<file path="src/rtl/regfile_arb_pkg.sv">
// Shared processor definitions: register file geometry, arbiter FSM states
// and the grant selection encoding.
package regfile_arb_pkg;

  localparam int RF_DATA_W = 16;
  localparam int RF_ADDR_W = 4;

  typedef enum logic [0:0] {
    ST_CLEAR = 1'b0,
    ST_RUN   = 1'b1
  } rf_state_t;

  typedef enum logic [1:0] {
    GNT_NONE = 2'd0,
    GNT_WB   = 2'd1,
    GNT_RD0  = 2'd2,
    GNT_RD1  = 2'd3
  } gnt_sel_t;

endpackage

</file>
<file path="src/rtl/regfile_arb_rr_starve_arb.sv">
// Two-reader round-robin picker with per-reader starve counters. A starved
// reader outranks the writeback port, which in turn outranks normal reads.
module rr_starve_arb
  import regfile_arb_pkg::*;
#(
  parameter int STARVE_LIMIT = 4
) (
  input  logic clk,
  input  logic rst,
  input  logic en,
  input  logic wb_req,
  input  logic rd0_req,
  input  logic rd1_req,
  output logic wb_gnt,
  output logic rd0_gnt,
  output logic rd1_gnt
);

  localparam int CNT_W = $clog2(STARVE_LIMIT + 1);
  localparam logic [CNT_W-1:0] LIMIT = CNT_W'(STARVE_LIMIT);

  logic [CNT_W-1:0] starve0;
  logic [CNT_W-1:0] starve1;
  logic             ptr;
  logic             hot0;
  logic             hot1;
  gnt_sel_t         pick;

  // Priority pick; ptr names the reader that wins the next tie.
  always_comb begin
    hot0 = rd0_req && (starve0 == LIMIT);
    hot1 = rd1_req && (starve1 == LIMIT);
    pick = GNT_NONE;
    if (!en) begin
      pick = GNT_NONE;
    end else if (hot0 && hot1) begin
      pick = ptr ? GNT_RD1 : GNT_RD0;
    end else if (hot0) begin
      pick = GNT_RD0;
    end else if (hot1) begin
      pick = GNT_RD1;
    end else if (wb_req) begin
      pick = GNT_WB;
    end else if (rd0_req && rd1_req) begin
      pick = ptr ? GNT_RD1 : GNT_RD0;
    end else if (rd0_req) begin
      pick = GNT_RD0;
    end else if (rd1_req) begin
      pick = GNT_RD1;
    end else begin
      pick = GNT_NONE;
    end
  end

  assign wb_gnt  = (pick == GNT_WB);
  assign rd0_gnt = (pick == GNT_RD0);
  assign rd1_gnt = (pick == GNT_RD1);

  // Starve counters saturate at the limit; pointer flips away from the last reader served.
  always_ff @(posedge clk) begin
    if (rst) begin
      starve0 <= {CNT_W{1'b0}};
      starve1 <= {CNT_W{1'b0}};
      ptr     <= 1'b0;
    end else begin
      if (!rd0_req || rd0_gnt) begin
        starve0 <= {CNT_W{1'b0}};
      end else if (starve0 != LIMIT) begin
        starve0 <= starve0 + CNT_W'(1);
      end
      if (!rd1_req || rd1_gnt) begin
        starve1 <= {CNT_W{1'b0}};
      end else if (starve1 != LIMIT) begin
        starve1 <= starve1 + CNT_W'(1);
      end
      if (rd0_gnt) begin
        ptr <= 1'b1;
      end else if (rd1_gnt) begin
        ptr <= 1'b0;
      end
    end
  end

endmodule

</file>
<file path="src/rtl/regfile_arb.sv">
// Single-port register file arbiter: one writeback writer, two readers, and a
// post-reset sweep that zeroes every register before normal traffic runs.
module regfile_arb
  import regfile_arb_pkg::*;
#(
  parameter int DATA_W       = RF_DATA_W,
  parameter int ADDR_W       = RF_ADDR_W,
  parameter int STARVE_LIMIT = 4
) (
  input  logic              clk,
  input  logic              rst,
  input  logic              wb_req,
  input  logic [ADDR_W-1:0] wb_addr,
  input  logic [DATA_W-1:0] wb_data,
  output logic              wb_gnt,
  input  logic              rd0_req,
  input  logic [ADDR_W-1:0] rd0_addr,
  output logic              rd0_gnt,
  output logic              rd0_valid,
  output logic [DATA_W-1:0] rd0_data,
  input  logic              rd1_req,
  input  logic [ADDR_W-1:0] rd1_addr,
  output logic              rd1_gnt,
  output logic              rd1_valid,
  output logic [DATA_W-1:0] rd1_data,
  output logic [ADDR_W-1:0] rf_sel,
  output logic              rf_wr,
  output logic              rf_rd,
  output logic [DATA_W-1:0] rf_wdata,
  input  logic [DATA_W-1:0] rf_rdata,
  output logic              clr_busy
);

  rf_state_t         state;
  rf_state_t         state_next;
  logic [ADDR_W-1:0] clr_cnt;
  logic [ADDR_W-1:0] sel_hold;
  logic [DATA_W-1:0] wdata_hold;
  logic              rd0_pend;
  logic              rd1_pend;
  logic              run;

  // rst is also applied combinationally so it beats any same-cycle grant.
  assign run = (state == ST_RUN) && !rst;

  rr_starve_arb #(
    .STARVE_LIMIT(STARVE_LIMIT)
  ) u_arb (
    .clk    (clk),
    .rst    (rst),
    .en     (run),
    .wb_req (wb_req),
    .rd0_req(rd0_req),
    .rd1_req(rd1_req),
    .wb_gnt (wb_gnt),
    .rd0_gnt(rd0_gnt),
    .rd1_gnt(rd1_gnt)
  );

  // State register.
  always_ff @(posedge clk) begin
    if (rst) begin
      state <= ST_CLEAR;
    end else begin
      state <= state_next;
    end
  end

  // Next state: leave CLEAR once the last index has been written.
  always_comb begin
    state_next = state;
    case (state)
      ST_CLEAR: begin
        if (clr_cnt == {ADDR_W{1'b1}}) begin
          state_next = ST_RUN;
        end else begin
          state_next = ST_CLEAR;
        end
      end
      ST_RUN:  state_next = ST_RUN;
      default: state_next = ST_CLEAR;
    endcase
  end

  // Clear sweep index.
  always_ff @(posedge clk) begin
    if (rst) begin
      clr_cnt <= {ADDR_W{1'b0}};
    end else if (state == ST_CLEAR) begin
      clr_cnt <= clr_cnt + ADDR_W'(1);
    end
  end

  // Register file port drive; idle cycles replay the held index and data.
  always_comb begin
    rf_wr    = 1'b0;
    rf_rd    = 1'b0;
    rf_sel   = sel_hold;
    rf_wdata = wdata_hold;
    if (rst) begin
      rf_wr = 1'b0;
    end else if (state == ST_CLEAR) begin
      rf_wr    = 1'b1;
      rf_sel   = clr_cnt;
      rf_wdata = {DATA_W{1'b0}};
    end else if (wb_gnt) begin
      rf_wr    = 1'b1;
      rf_sel   = wb_addr;
      rf_wdata = wb_data;
    end else if (rd0_gnt) begin
      rf_rd  = 1'b1;
      rf_sel = rd0_addr;
    end else if (rd1_gnt) begin
      rf_rd  = 1'b1;
      rf_sel = rd1_addr;
    end else begin
      rf_rd = 1'b0;
    end
  end

  // Hold registers and the one-deep read-return pipeline.
  always_ff @(posedge clk) begin
    if (rst) begin
      sel_hold   <= {ADDR_W{1'b0}};
      wdata_hold <= {DATA_W{1'b0}};
      rd0_pend   <= 1'b0;
      rd1_pend   <= 1'b0;
    end else begin
      sel_hold   <= rf_sel;
      wdata_hold <= rf_wdata;
      rd0_pend   <= rd0_gnt;
      rd1_pend   <= rd1_gnt;
    end
  end

  assign rd0_valid = rd0_pend && !rst;
  assign rd1_valid = rd1_pend && !rst;
  assign rd0_data  = rd0_valid ? rf_rdata : {DATA_W{1'b0}};
  assign rd1_data  = rd1_valid ? rf_rdata : {DATA_W{1'b0}};
  assign clr_busy  = rst || (state == ST_CLEAR);

endmodule

</file>
<file path="config.mk">
export PLATFORM = sky130hd
export DESIGN_NAME = regfile_arb
export DESIGN_NICKNAME = d
export VERILOG_FILES = /design/src/rtl/regfile_arb_pkg.sv /design/src/rtl/regfile_arb_rr_starve_arb.sv /design/src/rtl/regfile_arb.sv
export SDC_FILE = /design/constraint.sdc
export NUM_CORES = 1
export LEC_CHECK = 0
export ABC_AREA = 1
export BUFFER_PORTS_ARGS = -buffer_cell sky130_fd_sc_hd__buf_2
export CORE_UTILIZATION = 45
export DETAILED_ROUTE_END_ITERATION = 8
export PLACE_DENSITY = 0.8
export SLEW_MARGIN = 20
export SYNTH_ARGS = -nofsm -noshare
export SYNTH_HDL_FRONTEND = slang
export SYNTH_SLANG_ARGS = --single-unit
</file>
<file path="constraint.sdc">
create_clock -name clk -period 2.4 [get_ports clk]
set_clock_uncertainty 0.2 [all_clocks]
set_input_delay 0.12 -clock clk [delete_from_list [all_inputs] [get_ports clk]]
set_output_delay 0.12 -clock clk [all_outputs]
set_load 0.02 [all_outputs]
</file>
Yosys cells after proc, flatten, opt, wreduce, memory -nomap -nowiden
Index checks and enable logic that the tools add are counted.
W data, S select, Z words.

storage, ports and cells
  register bits after elaboration = 34
  latch bits = 0
  bits in writable memories = 0
  bits in read-only memories = 0
  bits of input ports = 49
  output and inout bits = 60
  memories = 0

cells by class
  $add $sub $neg = 3
  $mul = 0
  div/mod/pow operators = 0
  magnitude comparators = 0
  equal/unequal tests = 8
  shifts and indexed selects = 0
  multiplexer cells = 31
  bitwise gates (word level) = 1
  reductions and logical operators = 16

operators with widths
  kind                   count
  $mux W16               5
  $mux W4                5
  $mux W2                8
  $mux W1                12
  $logic_and A1 B1 Y1    7
  $add A3 B1 Y3 const B  2
  $eq A3 B3 Y1 const B   2
  $ne A3 B3 Y1 const B   2
  $add A4 B1 Y4 const B  1
  $eq A2 B2 Y1 const B   2
  $eq A4 B4 Y1 const B   1
  $reduce_or A2 Y1       2
  $logic_not A1 Y1       3
  $logic_or A1 B1 Y1     3
  $eq A2 B1 Y1 const B   1
  $pmux W1 S2            1
  $reduce_bool A2 Y1     1
  $not A1 Y1             1

Longest topological paths before layout
Gate-level depths: netlist of run 1.

  depth in word-level cells = 14
  gate-level depth with buffers = 14
  depth with buffers taken out = 14

Cells and area by module
A second synthesis of run 1 with hierarchy kept.

unflattened totals
  cell total of the unflattened synthesis = 325
  area, all modules = 2102.0 um2

by module, submodules not included
  module         times used  cells an instance  area each (um2)
  regfile_arb    1           258                1645.3
  rr_starve_arb  1           67                 456.7

Least setup slack after synthesis of run 1
Ideal clock, no wire load.

  path type = reg2out
  start = register u_arb.starve1[0]
  end = output port rf_wdata[5]
  arrival time = 1.989 ns
  data required time = 2.080 ns
  path slack = 0.091 ns
  stages on the path, launching flop included = 11
  path buffers = 1
  path through = dfxtp_1 -> inv_1 -> ha_1 -> nand3_1 -> nand2_1 -> nor2_2 -> nor2_8 -> nor2_8 -> buf_4 -> nor2_1 -> o21ai_0

between the ends
  longest elaborated chain between the ends = 10

RTL lines
  what                      RTL line                         text
  start: declaration        regfile_arb_rr_starve_arb.sv:23  logic [CNT_W-1:0] starve1;
  start signal: assignment  regfile_arb_rr_starve_arb.sv:63  starve1 <= {CNT_W{1'b0}};
  start signal: assignment  regfile_arb_rr_starve_arb.sv:72  starve1 <= {CNT_W{1'b0}};
  start signal: assignment  regfile_arb_rr_starve_arb.sv:74  starve1 <= starve1 + CNT_W'(1);
  $eq A3 B3 Y1 (*)          regfile_arb_rr_starve_arb.sv:32  hot1 = rd1_req && (starve1 == LIMIT);
  $logic_and A1 B1 Y1 (*)   regfile_arb_rr_starve_arb.sv:32
  $mux W2                   regfile_arb_rr_starve_arb.sv:40  end else if (hot1) begin
  $mux W2                   regfile_arb_rr_starve_arb.sv:38  end else if (hot0) begin
  $mux W2 (*)               regfile_arb_rr_starve_arb.sv:36  end else if (hot0 && hot1) begin
  $mux W2 (*)               regfile_arb_rr_starve_arb.sv:34  if (!en) begin
  $eq A2 B1 Y1 (*)          regfile_arb_rr_starve_arb.sv:55  assign wb_gnt = (pick == GNT_WB);
  named net wb_gnt          regfile_arb.sv:15                output logic wb_gnt,
  $mux W16 (*)              regfile_arb.sv:106               end else if (wb_gnt) begin
  $mux W16 (*)              regfile_arb.sv:102               end else if (state == ST_CLEAR) begin
  $mux W16 (*)              regfile_arb.sv:100               if (rst) begin
  end: declaration          regfile_arb.sv:29                output logic [DATA_W-1:0] rf_wdata,

The timed path passes the listed nets; every way through them passes the cells marked *.

Worst setup path in the final report of run 1
  start = input port rd0_req
  end = output port rf_wdata[1]

between the ends
  longest elaborated chain between the ends = 11

RTL lines
  what                                                   RTL line                                                          text
  start: declaration                                     regfile_arb.sv:16                                                 input logic rd0_req,
  $mux W2 / $logic_and A1 B1 Y1 (equally long branches)  regfile_arb_rr_starve_arb.sv:46, regfile_arb_rr_starve_arb.sv:44
  $mux W2                                                regfile_arb_rr_starve_arb.sv:44                                   end else if (rd0_req && rd1_req) begin
  $mux W2                                                regfile_arb_rr_starve_arb.sv:42                                   end else if (wb_req) begin
  $mux W2                                                regfile_arb_rr_starve_arb.sv:40
  $mux W2                                                regfile_arb_rr_starve_arb.sv:38
  $mux W2 (*)                                            regfile_arb_rr_starve_arb.sv:36
  $mux W2 (*)                                            regfile_arb_rr_starve_arb.sv:34
  $eq A2 B1 Y1 (*)                                       regfile_arb_rr_starve_arb.sv:55
  $mux W16 (*)                                           regfile_arb.sv:106
  $mux W16 (*)                                           regfile_arb.sv:102
  $mux W16 (*)                                           regfile_arb.sv:100

Mark *: on every way between the ends. The rest lies on a longest branch, timed or not.

==> results of run 1 <==
-- worst max path at each step --
stage	from	endpoint	slack, ns
CTS	u_arb.starve1[0]	rf_sel[3]	-0.002
finish	rd0_req	rf_wdata[1]	-0.04
global placement	u_arb.starve1[0]	rf_wdata[4]	0.12
floorplan	u_arb.starve1[0]	rf_wdata[5]	0.09
detailed placement	u_arb.starve1[0]	rf_wdata[15]	0.04
global route	u_arb.starve1[0]	rf_sel[2]	-0.14
-- stage by stage --
step	setup TNS, ns	total power [mW]	setup slack, ns	hold slack (ns)	std cells
floorplan	0	0.658	0.0915	0.0662	317
global placement	0	0.715	0.117	0.154	469
detailed placement	0	0.719	0.0441	0.162	469
CTS	-0.00185	1.16	-0.00185	0.00620	499
global route	-1.43	1.22	-0.135	0.0625	504
finish	-0.0809	1.18	-0.0407	0.0149	504
-- state kept, by name, indices dropped and copies added (netlist names) --
name           cells
u_arb.starve1      3
u_arb.starve0      3
state              1
wdata_hold        16
rd0_pend           1
rd1_pend           1
clr_cnt            4
sel_hold           4
u_arb.ptr          1
-- final cells by class --
cell class              instances  area share (%)
flip-flops and latches         34            21.6
multi-input cells             227            40.0
inverters                      48            6.22
clock buffers                   6            2.60
well taps                      50            1.97
repair buffers                139            27.6
-- per-layer routing --
| layer | up-vias | GRT usage (%) |
|---|---|---|
| li1 | 1263 | - |
| met3 | 16 | 7.07 |
| met1 | 1138 | 26.5 |
| met5 | - | 0 |
| met4 | 0 | 10.5 |
| met2 | 139 | 50.5 |
-- what timing repair did --
| item | in CTS | in global routing |
|---|---|---|
| endpoints found under the hold margin | 18 | 0 |
| resized for setup | 22 | 70 |
| setup buffers | 5 | 5 |
| endpoints found under the setup margin | 21 | 20 |
| hold buffers | 17 | 0 |
| pin swaps | 10 | 20 |
| cloned | 2 | 0 |
-- cell usage in the layout, fill, tap and decap left out, drive strengths merged, types with 2 or more instances in the layout --
master       instances
xor2                 2
dlygate4sd3         17
buf                122
dfxtp               34
inv                 47
nor2                84
ha                   5
xnor2                2
o21ai               36
nand2               66
nand3               14
nand4                4
clkbuf               6
a21oi                9
nor3                 2
-- power by group through the flow --
stage                     clock network, mW  registers (mW)  logic, mW
final                                 0.420           0.585      0.172
after floorplan                           0           0.594     0.0646
after global routing                  0.445           0.586      0.190
after detailed placement                  0           0.596      0.123
after global placement                    0           0.595      0.120
after CTS                             0.419           0.584      0.155
-- worst register-to-register path: stages, from the launching register on --
cell and delay (ns):
dfxtp_2 0.33, inv_2 0.08, ha_4 0.16, nand3_2 0.13, nand2_2 0.12, nor2_4 0.05
nor2_8 0.20, nor2_8 0.10, buf_6 0.12, nor2_2 0.07, nand3_1 0.08, nand2_1 0.07
nand2_1 0.06, nand2_2 0.07, inv_1 0.04
-- cells by family after synthesis --
family,after synthesis,synth area share [%]
adder cells (fa/ha/maj),5,3.10
buffers and inverters,58,12.6
XOR/XNOR,4,1.74
AND/OR/NAND/NOR,168,36.4
AO/OA/AOI/OAI,48,12.4
flip-flops,34,33.8
==> flow_summary_export.csv, run 1 <==
group,metric,value,unit
hold_path,hold_path_end,"sel_hold[0]",
hold_path,hold_path_startpoint,"wb_addr[0]",
route,routed.top_layer,"met4",
worst_setup_path,cpPeakStageDelay,0.54,ns
outcome,status,"complete, but fails checks",
logic_synthesis,yosysTopAreaCell,"dfxtp_1",
layout,diodes,0,
logic_synthesis,synth_top_cells_by_count,"76 x nor2_1, 66 x nand2_1, 43 x inv_1",
power,leakage,1.70,nW
logic_synthesis,syn_area,0.00202,mm^2
worst_setup_path,crit_path_end_kind,"output pin",
worst_setup_path,crit_slowest_cell,"dlygate4sd3_1",
logic_synthesis,postSynthAreaPerCell,6.36,um^2
route,met2_length,3530,um
placed_design,routabilityCongestion,0.850,
outcome,violations,"setup timing",
power,powerDensity,370,mW/mm^2
logic_synthesis,synth_top_area_share,33.8,%
worst_setup_path,path_class,"input port to output pin",
timing,fin_crit,2.44,ns
power,internal_power,0.882,mW
layout,num-fill-cells,305,
layout,layout-drive-gt1-share,39.9,%
route,num_vias,2556,
route,wl_met1,2410,um
timing,finalHoldViolations,0,
worst_setup_path,critPathBufInv,4,
timing,slew_headroom,64.6,%
clocking,path_clk_slew,0.06,ns
clocking,cts_sinks,34,
route,drt_first_pass_iters,5,
worst_setup_path,cp.required,2.08,ns
logic_synthesis,synth_cell_types,28,
route,avgViaCountPerCell,5.07,
floorplanning,dieArea,0.00475,mm^2
route,wl,6620,um
worst_setup_path,r2r_end,"sel_hold[3]",
logic_synthesis,yosys_warnings,0,
worst_setup_path,start_kind,"input port",
timing,finalSetupViolCount,4,
placed_design,hpwlAfterDp,4130,um
worst_setup_path,path_max_fanout,8,
timing,tightest_slew,0.529,ns
worst_setup_path,timing.rr.start,"u_arb.starve1[0]",
grt,grt_first_pass_wirelength,9200,um
route,ant_nets,0,
route,wl_met3,562,um
floorplanning,ios,109,
grt,grt_usage,26.4,%
layout,num-nets-final,509,
clocking,insertion_delay,0.28,ns
logic_synthesis,synth.area.top_cells,"dfxtp_1 34%, nor2_1 14%, nand2_1 12%",
timing,drv_slew,0,
clocking,cts_tree,"yes",
power,p_sw,0.294,mW
grt,grt_pass1_vias,2219,
power,seqPwrFrac,49.7,%
floorplanning,die_w,68.9,um
route,drcViolationCount,0,
logic_synthesis,synthArstFlopShare,0,%
floorplanning,die_h,68.9,um
power,clockPowerShare,35.7,%
worst_setup_path,critPathArrivalTime,2.12,ns
flow_run,drv_cap,0,
floorplanning,placeableCoreArea,0.00414,mm^2
grt,grt_max_degree,26,
power,share_comb_of_total_power,14.6,%
power,p_sw_share,25.0,%
logic_synthesis,postSynthCellCount,317,
power,peakVddDrop,0.000317,V
logic_synthesis,syn-num-nets,371,
layout,stdcell_area,0.00318,mm^2
placed_design,placed_cell_area,0.00259,mm^2
route,drtIter0Drc,154,
logic_synthesis,ys_seq_area_share,33.8,%
timing,finalCritPeriodShare,102,%
logic_synthesis,synth-seq-cells,34,
timing,timing.fmax,410,MHz
logic_synthesis,yosysMostFrequentCell,"nor2_1",
worst_setup_path,crit_family,"buffers and inverters",
worst_setup_path,cp_cell_sequence,"dlygate4sd3_1, buf_2, nand2_1, nand2_1, nand3_4, nand3_4, nor2_8, buf_6, o21ai_1, o21ai_1, buf_4",
timing,fin_ws,-0.0407,ns
grt,overflow,0,
clocking,clockBufferDepth,2,
logic_synthesis,synth_edf_count,0,
worst_setup_path,reg2reg_slack,0.43,ns
hold_path,holdCritPathClass,"input port to flip-flop",
clocking,clockRootBuffer,"clkbuf_8",
layout,finish.utilization,76.7,%
floorplanning,start_util,48.6,%
route,wire_per_inst,13.1,um
worst_setup_path,reg2regPathDepth,14,
clocking,numCtsBuffers,5,
layout,syn_to_final_growth,57.6,%
placed_design,io_buffers,108,
clocking,htreeDepth,2,
worst_setup_path,crit_cells,11,
floorplanning,rows,23,
layout,regArea,686,um^2
timing,rsz0062_at_grt,"true",
logic_synthesis,ys.flop_type,"dfxtp_1",
layout,multi_input_area,0.00127,mm^2
hold_path,hold_depth,7,
grt,antenna_found_initial,0,
Note: power is estimated with default switching activity, not from simulation.
==> run 2: changes to the inputs <==
- GPL_TIMING_DRIVEN: not set -> 1
- PLACE_DENSITY: 0.8 -> 0.89
- SKIP_LAST_GASP: not set -> 1
==> flow_summary_export.csv, run 2 (synthesized netlist as in run 1, its figures left out) <==
group,metric,value,unit
outcome,status,"complete, but fails checks",
outcome,violations,"setup timing",
worst_setup_path,path_max_fanout,18,
layout,layout_common_cells,"97 x buf_2, 75 x nor2_1, 63 x nand2_1, 39 x inv_1, 30 x dfxtp_1",
route,ant_nets,0,
grt,grt_first_pass_wirelength,9240,um
timing,drv_slew,0,
timing,fin_ws,-0.171,ns
clocking,path_clk_slew,0.07,ns
clocking,clockBufferDepth,2,
layout,syn_to_final_growth,56.2,%
flow_run,drv_cap,0,
layout,diodes,0,
timing,finalSetupViolCount,5,
clocking,numCtsBuffers,5,
power,clockPowerShare,37.7,%
floorplanning,ios,109,
route,drt_first_pass_iters,4,
worst_setup_path,critPathArrivalTime,2.25,ns
worst_setup_path,start_kind,"flip-flop",
floorplanning,dieArea,0.00475,mm^2
layout,largest_register_ffs,16,
power,powerDensity,383,mW/mm^2
grt,grt_max_degree,20,
clocking,cts_sinks,34,
layout,layout_commonest_cell,"buf_2",
hold_path,holdCritPathClass,"input port to flip-flop",
floorplanning,start_util,48.6,%
grt,antenna_found_initial,0,
power,seqPwrFrac,48.5,%
layout,top_register,"wdata_hold",
route,drtIter0Drc,190,
timing,fin_crit,2.57,ns
layout,num-nets-final,515,
grt,grt_util_met1,24.2,%
layout,num-fill-cells,316,
route,drcViolationCount,0,
placed_design,hpwlAfterDp,4020,um
power,p_sw_share,26.1,%
layout,layout-drive-gt1-share,37.2,%
power,p_sw,0.314,mW
worst_setup_path,r2r_end,"wdata_hold[6]",
timing,tns,-0.245,ns
grt,grtUsageMet3,7.73,%
placed_design,routabilityCongestion,0.913,
layout,reg_top3,"wdata_hold x16, clr_cnt x4, sel_hold x4",
hold_path,hold_depth,7,
timing,timing.fmax,389,MHz
timing,finalHoldViolations,0,
route,avgViaCountPerCell,5.05,
placed_design,io_buffers,108,
grt,grt_pass1_vias,2239,
route,wire_per_inst,12.9,um
layout,regArea,686,um^2
timing,tightest_slew,0.508,ns
hold_path,hold_path_end,"sel_hold[0]",
timing,rsz0062_at_grt,"true",
worst_setup_path,reg2reg_slack,0.40,ns
floorplanning,placeableCoreArea,0.00414,mm^2
layout,final_cells,512,
power,share_comb_of_total_power,13.8,%
route,wl,6620,um
placed_design,dp.cells,468,
worst_setup_path,timing.rr.start,"u_arb.starve1[0]",
grt,overflow,0,
power,peakVddDrop,0.000360,V
grt,busiest_layer,"met2",
clocking,clockRootBuffer,"clkbuf_8",
placed_design,dpl_worst_slack,0.0341,ns
timing,finalCritPeriodShare,107,%
power,internal_power,0.891,mW
route,num_vias,2587,
hold_path,hold_path_startpoint,"wb_addr[0]",
floorplanning,rows,23,
floorplanning,die_w,68.9,um
grt,grt_usage,26.6,%
worst_setup_path,crit_path_end_kind,"output pin",
timing,slew_headroom,66.0,%
worst_setup_path,path_class,"flip-flop to output pin",
timing,hold_slack,0.00255,ns
power,leakage,1.74,nW
floorplanning,die_h,68.9,um
clocking,htreeDepth,2,
worst_setup_path,reg2regPathDepth,9,
clocking,cts_tree,"yes",
clocking,insertion_delay,0.30,ns
grt,grt.met2_usage,53.4,%
worst_setup_path,cp.required,2.08,ns
layout,multi_input_area,0.00119,mm^2
[run 2: cell count changes in the layout (fill, tap and decap cells not counted), sizes merged]
cell,change
buf,+7
nor2,-1
clkbuf,+1
clkinv,+1
[run 2: final cells by class]
cell class / instances / area share (%)
sequential: 34 / 21.8
clock buffer: 7 / 2.74
clock inverter: 1 / 0.159
timing repair buffer: 146 / 29.5
multi-input combinational: 226 / 37.8
tap: 50 / 1.99
inverter: 48 / 6.12
[run 2: through the flow]
stage	power, mW	utilization [%]	area, um^2
after detailed placement	0.718	62.3	2580
after global placement	0.713	62.3	2580
after global routing	1.25	76.0	3150
final	1.20	76.0	3150
after floorplan	0.658	-	2020
after CTS	1.19	72.8	3020
[run 2: worst max-delay path, stage by stage, from the launching register on]
cell and delay [ns]:
dfxtp_2 0.33, inv_2 0.07, ha_4 0.15, nand4_1 0.13, nand2_1 0.14, nand3_4 0.15
nor2_8 0.21, inv_4 0.13, o21ai_0 0.28, o21ai_0 0.15, buf_2 0.19
[run 2: power by group through the flow]
stage | clock network, mW | logic, mW | registers [mW]
floorplan | 0 | 0.0646 | 0.594
global placement | 0 | 0.118 | 0.595
detailed placement | 0 | 0.122 | 0.596
CTS | 0.452 | 0.158 | 0.583
global route | 0.479 | 0.185 | 0.585
finish | 0.454 | 0.167 | 0.584
[run 2: timing repair]
action,4_1_cts,5_1_grt
endpoints found under the hold margin,19,0
gates resized for setup,22,37
endpoints found under the setup margin,21,20
gates cloned,1,1
pin swaps,12,10
buffers inserted,11,6
hold buffers,17,0
[run 2: how the worst max path moves through the flow]
stage	from	to	slack, ns
6_report	u_arb.starve1[0]	rf_wdata[6]	-0.17
3_5_place_dp	u_arb.starve1[0]	rf_wdata[4]	0.03
3_3_place_gp	u_arb.starve1[0]	rf_wdata[4]	0.10
4_1_cts	u_arb.starve1[0]	rf_sel[3]	-0.0001
5_1_grt	u_arb.starve1[0]	rf_wdata[6]	-0.26
2_1_floorplan	u_arb.starve1[0]	rf_wdata[5]	0.09
[run 2: metal layers]
layer	routed length (um)	up-vias	part of all wire, %
met5	0	-	0
met4	185	0	2.8
met1	2370	1150	36
met3	561	20	8.5
li1	-	1276	-
met2	3510	141	53
==> run 3: changes to the inputs <==
- ABC_AREA: 1 -> not set
- PLACE_DENSITY: 0.89 -> 0.9
==> flow_summary_export.csv, run 3 <==
group,metric,value,unit
layout,layout_common_cells,"107 x buf_2, 73 x nand2_1, 32 x and2_1, 30 x dfxtp_1, 23 x buf_4",
layout,multi_input_area,0.00128,mm^2
timing,fin_ws,-0.119,ns
timing,slew_headroom,74.8,%
logic_synthesis,yosysMostFrequentCell,"nand2_1",
power,leakage,1.60,nW
timing,timing.fmax,397,MHz
logic_synthesis,syn-num-nets,315,
layout,reg_top3,"wdata_hold x16, clr_cnt x4, sel_hold x4",
logic_synthesis,synth-compound-area-share,17.8,%
outcome,status,"complete, but fails checks",
power,internal_power,1.01,mW
logic_synthesis,synth_top_cells_by_count,"73 x nand2_1, 34 x dfxtp_1, 32 x and2_1",
timing,hold_slack,0.0335,ns
grt,grt_usage,27.0,%
grt,grt_first_pass_wirelength,9340,um
grt,grtUsageMet3,6.17,%
outcome,violations,"setup timing",
layout,num-fill-cells,282,
power,p_sw_share,23.0,%
floorplanning,die_h,68.3,um
timing,finalCritPeriodShare,105,%
grt,antenna_found_initial,0,
logic_synthesis,ys.flop_type,"dfxtp_1",
logic_synthesis,synth.area.top_cells,"dfxtp_1 34%, nand2_1 14%, and2_1 10%",
route,avgViaCountPerCell,5.27,
clocking,insertion_delay,0.29,ns
worst_setup_path,cp.required,2.08,ns
layout,layout-drive-gt1-share,41.1,%
layout,regArea,686,um^2
timing,rsz0062_at_grt,"true",
timing,finalSetupViolCount,5,
logic_synthesis,postSynthCellCount,261,
route,drtIter0Drc,110,
layout,stdcell_area,0.00312,mm^2
floorplanning,start_util,48.1,%
logic_synthesis,synth_edf_count,0,
route,drt_first_pass_iters,7,
layout,layout_commonest_cell,"buf_2",
worst_setup_path,crit_path_end_kind,"output pin",
power,peakVddDrop,0.000357,V
grt,grt_max_degree,19,
placed_design,placed_cell_area,0.00259,mm^2
timing,finalHoldViolations,0,
logic_synthesis,synth_cell_types,45,
worst_setup_path,path_class,"flip-flop to output pin",
route,ant_nets,0,
layout,finish.utilization,75.7,%
layout,num-nets-final,463,
placed_design,routabilityCongestion,0.874,
clocking,htreeDepth,2,
logic_synthesis,synthArstFlopShare,0,%
placed_design,hpwlAfterDp,4020,um
hold_path,holdCritPathClass,"input port to flip-flop",
logic_synthesis,synth_top_area_share,34.4,%
logic_synthesis,ys_seq_area_share,34.4,%
route,num_vias,2418,
logic_synthesis,synthAdderAreaFrac,3.16,%
grt,grt_pass1_vias,2138,
power,powerDensity,422,mW/mm^2
floorplanning,dieArea,0.00466,mm^2
logic_synthesis,yosysTopAreaCell,"dfxtp_1",
layout,top_register,"wdata_hold",
worst_setup_path,timing.rr.start,"u_arb.starve1[0]",
clocking,path_clk_slew,0.07,ns
logic_synthesis,synth_top_family_by_area,"simple AND/OR/NAND/NOR gates",
logic_synthesis,muxShareOfSynthArea,2.02,%
clocking,cts_tree,"yes",
power,share_comb_of_total_power,14.4,%
route,drcViolationCount,0,
timing,tightest_slew,0.377,ns
power,p_sw,0.302,mW
clocking,clockBufferDepth,2,
power,seqPwrFrac,44.4,%
timing,drv_slew,0,
clocking,clockRootBuffer,"clkbuf_8",
worst_setup_path,path_max_fanout,6,
logic_synthesis,synthXorXnorAreaFrac,2.21,%
placed_design,io_buffers,108,
power,clockPowerShare,41.1,%
grt,busiest_layer,"met2",
logic_synthesis,yosys.area_share.simple,35.7,%
logic_synthesis,postSynthAreaPerCell,7.58,um^2
layout,syn_to_final_growth,57.5,%
clocking,numCtsBuffers,5,
hold_path,hold_path_end,"sel_hold[3]",
layout,diodes,0,
route,wl,6440,um
route,wire_per_inst,14.0,um
grt,grt_util_met1,30.0,%
hold_path,hold_path_startpoint,"wb_addr[3]",
worst_setup_path,r2r_end,"sel_hold[1]",
floorplanning,rows,23,
floorplanning,ios,109,
worst_setup_path,critPathArrivalTime,2.20,ns
layout,largest_register_ffs,16,
timing,fin_crit,2.52,ns
logic_synthesis,synth-seq-cells,34,
floorplanning,die_w,68.3,um
grt,grt.met2_usage,49.8,%
worst_setup_path,reg2regPathDepth,9,
hold_path,hold_depth,3,
grt,overflow,0,
floorplanning,placeableCoreArea,0.00412,mm^2
flow_run,drv_cap,0,
logic_synthesis,yosys_warnings,0,
logic_synthesis,syn_area,0.00198,mm^2
worst_setup_path,reg2reg_slack,0.21,ns
clocking,cts_sinks,34,
worst_setup_path,start_kind,"flip-flop",
## run 3: cell count changes in the layout (fill, tap and decap cells not counted), moves of 5 or more
cell	previous run	this run
nor2_1	75	9
inv_1	39	5
and2_1	0	32
o21ai_1	20	1
buf_2	97	107
nand2_1	63	73
a21oi_1	9	17
dlygate4sd3_1	17	22
nand3_1	8	3
## run 3: power by group through the flow
stage	Combinational [mW]	Clock, mW	Sequential (mW)
floorplan	0.0657	0	0.593
global placement	0.121	0	0.595
detailed placement	0.124	0	0.595
CTS	0.170	0.542	0.583
global route	0.204	0.570	0.584
finish	0.190	0.541	0.584
## run 3: worst max path at each step
stage                           from   endpoint  slack [ns]  depth (start not counted)
finish              u_arb.starve1[0]  rf_sel[1]       -0.12                          9
global route        u_arb.starve1[0]  rf_sel[2]       -0.19                          8
CTS                 u_arb.starve1[0]  rf_sel[2]       -0.04                          8
detailed placement  u_arb.starve1[0]  rf_sel[2]        0.05                          8
global placement    u_arb.starve1[0]  rf_sel[2]        0.14                          8
floorplan           u_arb.starve1[0]  rf_sel[1]        0.11                          7
## run 3: through the flow
stage,instances,worst slack [ns],total power [mW],setup TNS [ns]
6_report,459,-0.119,1.32,-0.304
5_1_grt,459,-0.194,1.36,-0.760
4_1_cts,453,-0.0421,1.30,-0.0479
3_5_place_dp,416,0.0521,0.719,0
3_3_place_gp,416,0.136,0.715,0
2_1_floorplan,261,0.110,0.659,0
## run 3: layout make-up
type	instances	share of cell area, %
multi-input cells	205	41.0
clock buffers	6	2.65
flip-flops and latches	34	22.0
clock inverters	1	0.964
repair buffers	153	30.2
inverters	10	1.20
well taps	50	2.01
## run 3: logic make-up after synthesis
group	after synthesis
DFF	34
and+or+nand+nor	140
muxes	4
xor gates and xnor gates	5
adders and majority gates	5
AOI/OAI and AO/OA	51
buffers and inverters	22
## run 3: routing by layer
metal | share of wire, % | wire length (um)
met4 | 1.7 | 108
met3 | 6.1 | 391
met1 | 39 | 2510
met2 | 53 | 3430
met5 | 0 | 0
## run 3: what timing repair did
item                                    4_1_cts  5_1_grt
hold buffers                                 22        0
endpoints found under the setup margin       21       21
buffers inserted                              8        6
hold endpoints to repair                     23        0
gates resized for setup                      16        9
pin swaps                                     9        5
## run 3: critical path: stages, from the launching register on
cell and delay (ns):
dfxtp_2 0.34, inv_2 0.05, ha_4 0.17, a21bo_2 0.19
a22oi_2 0.36, buf_4 0.18, nor3b_2 0.04, a221oi_2 0.29
o21ai_1 0.10, buf_2 0.18
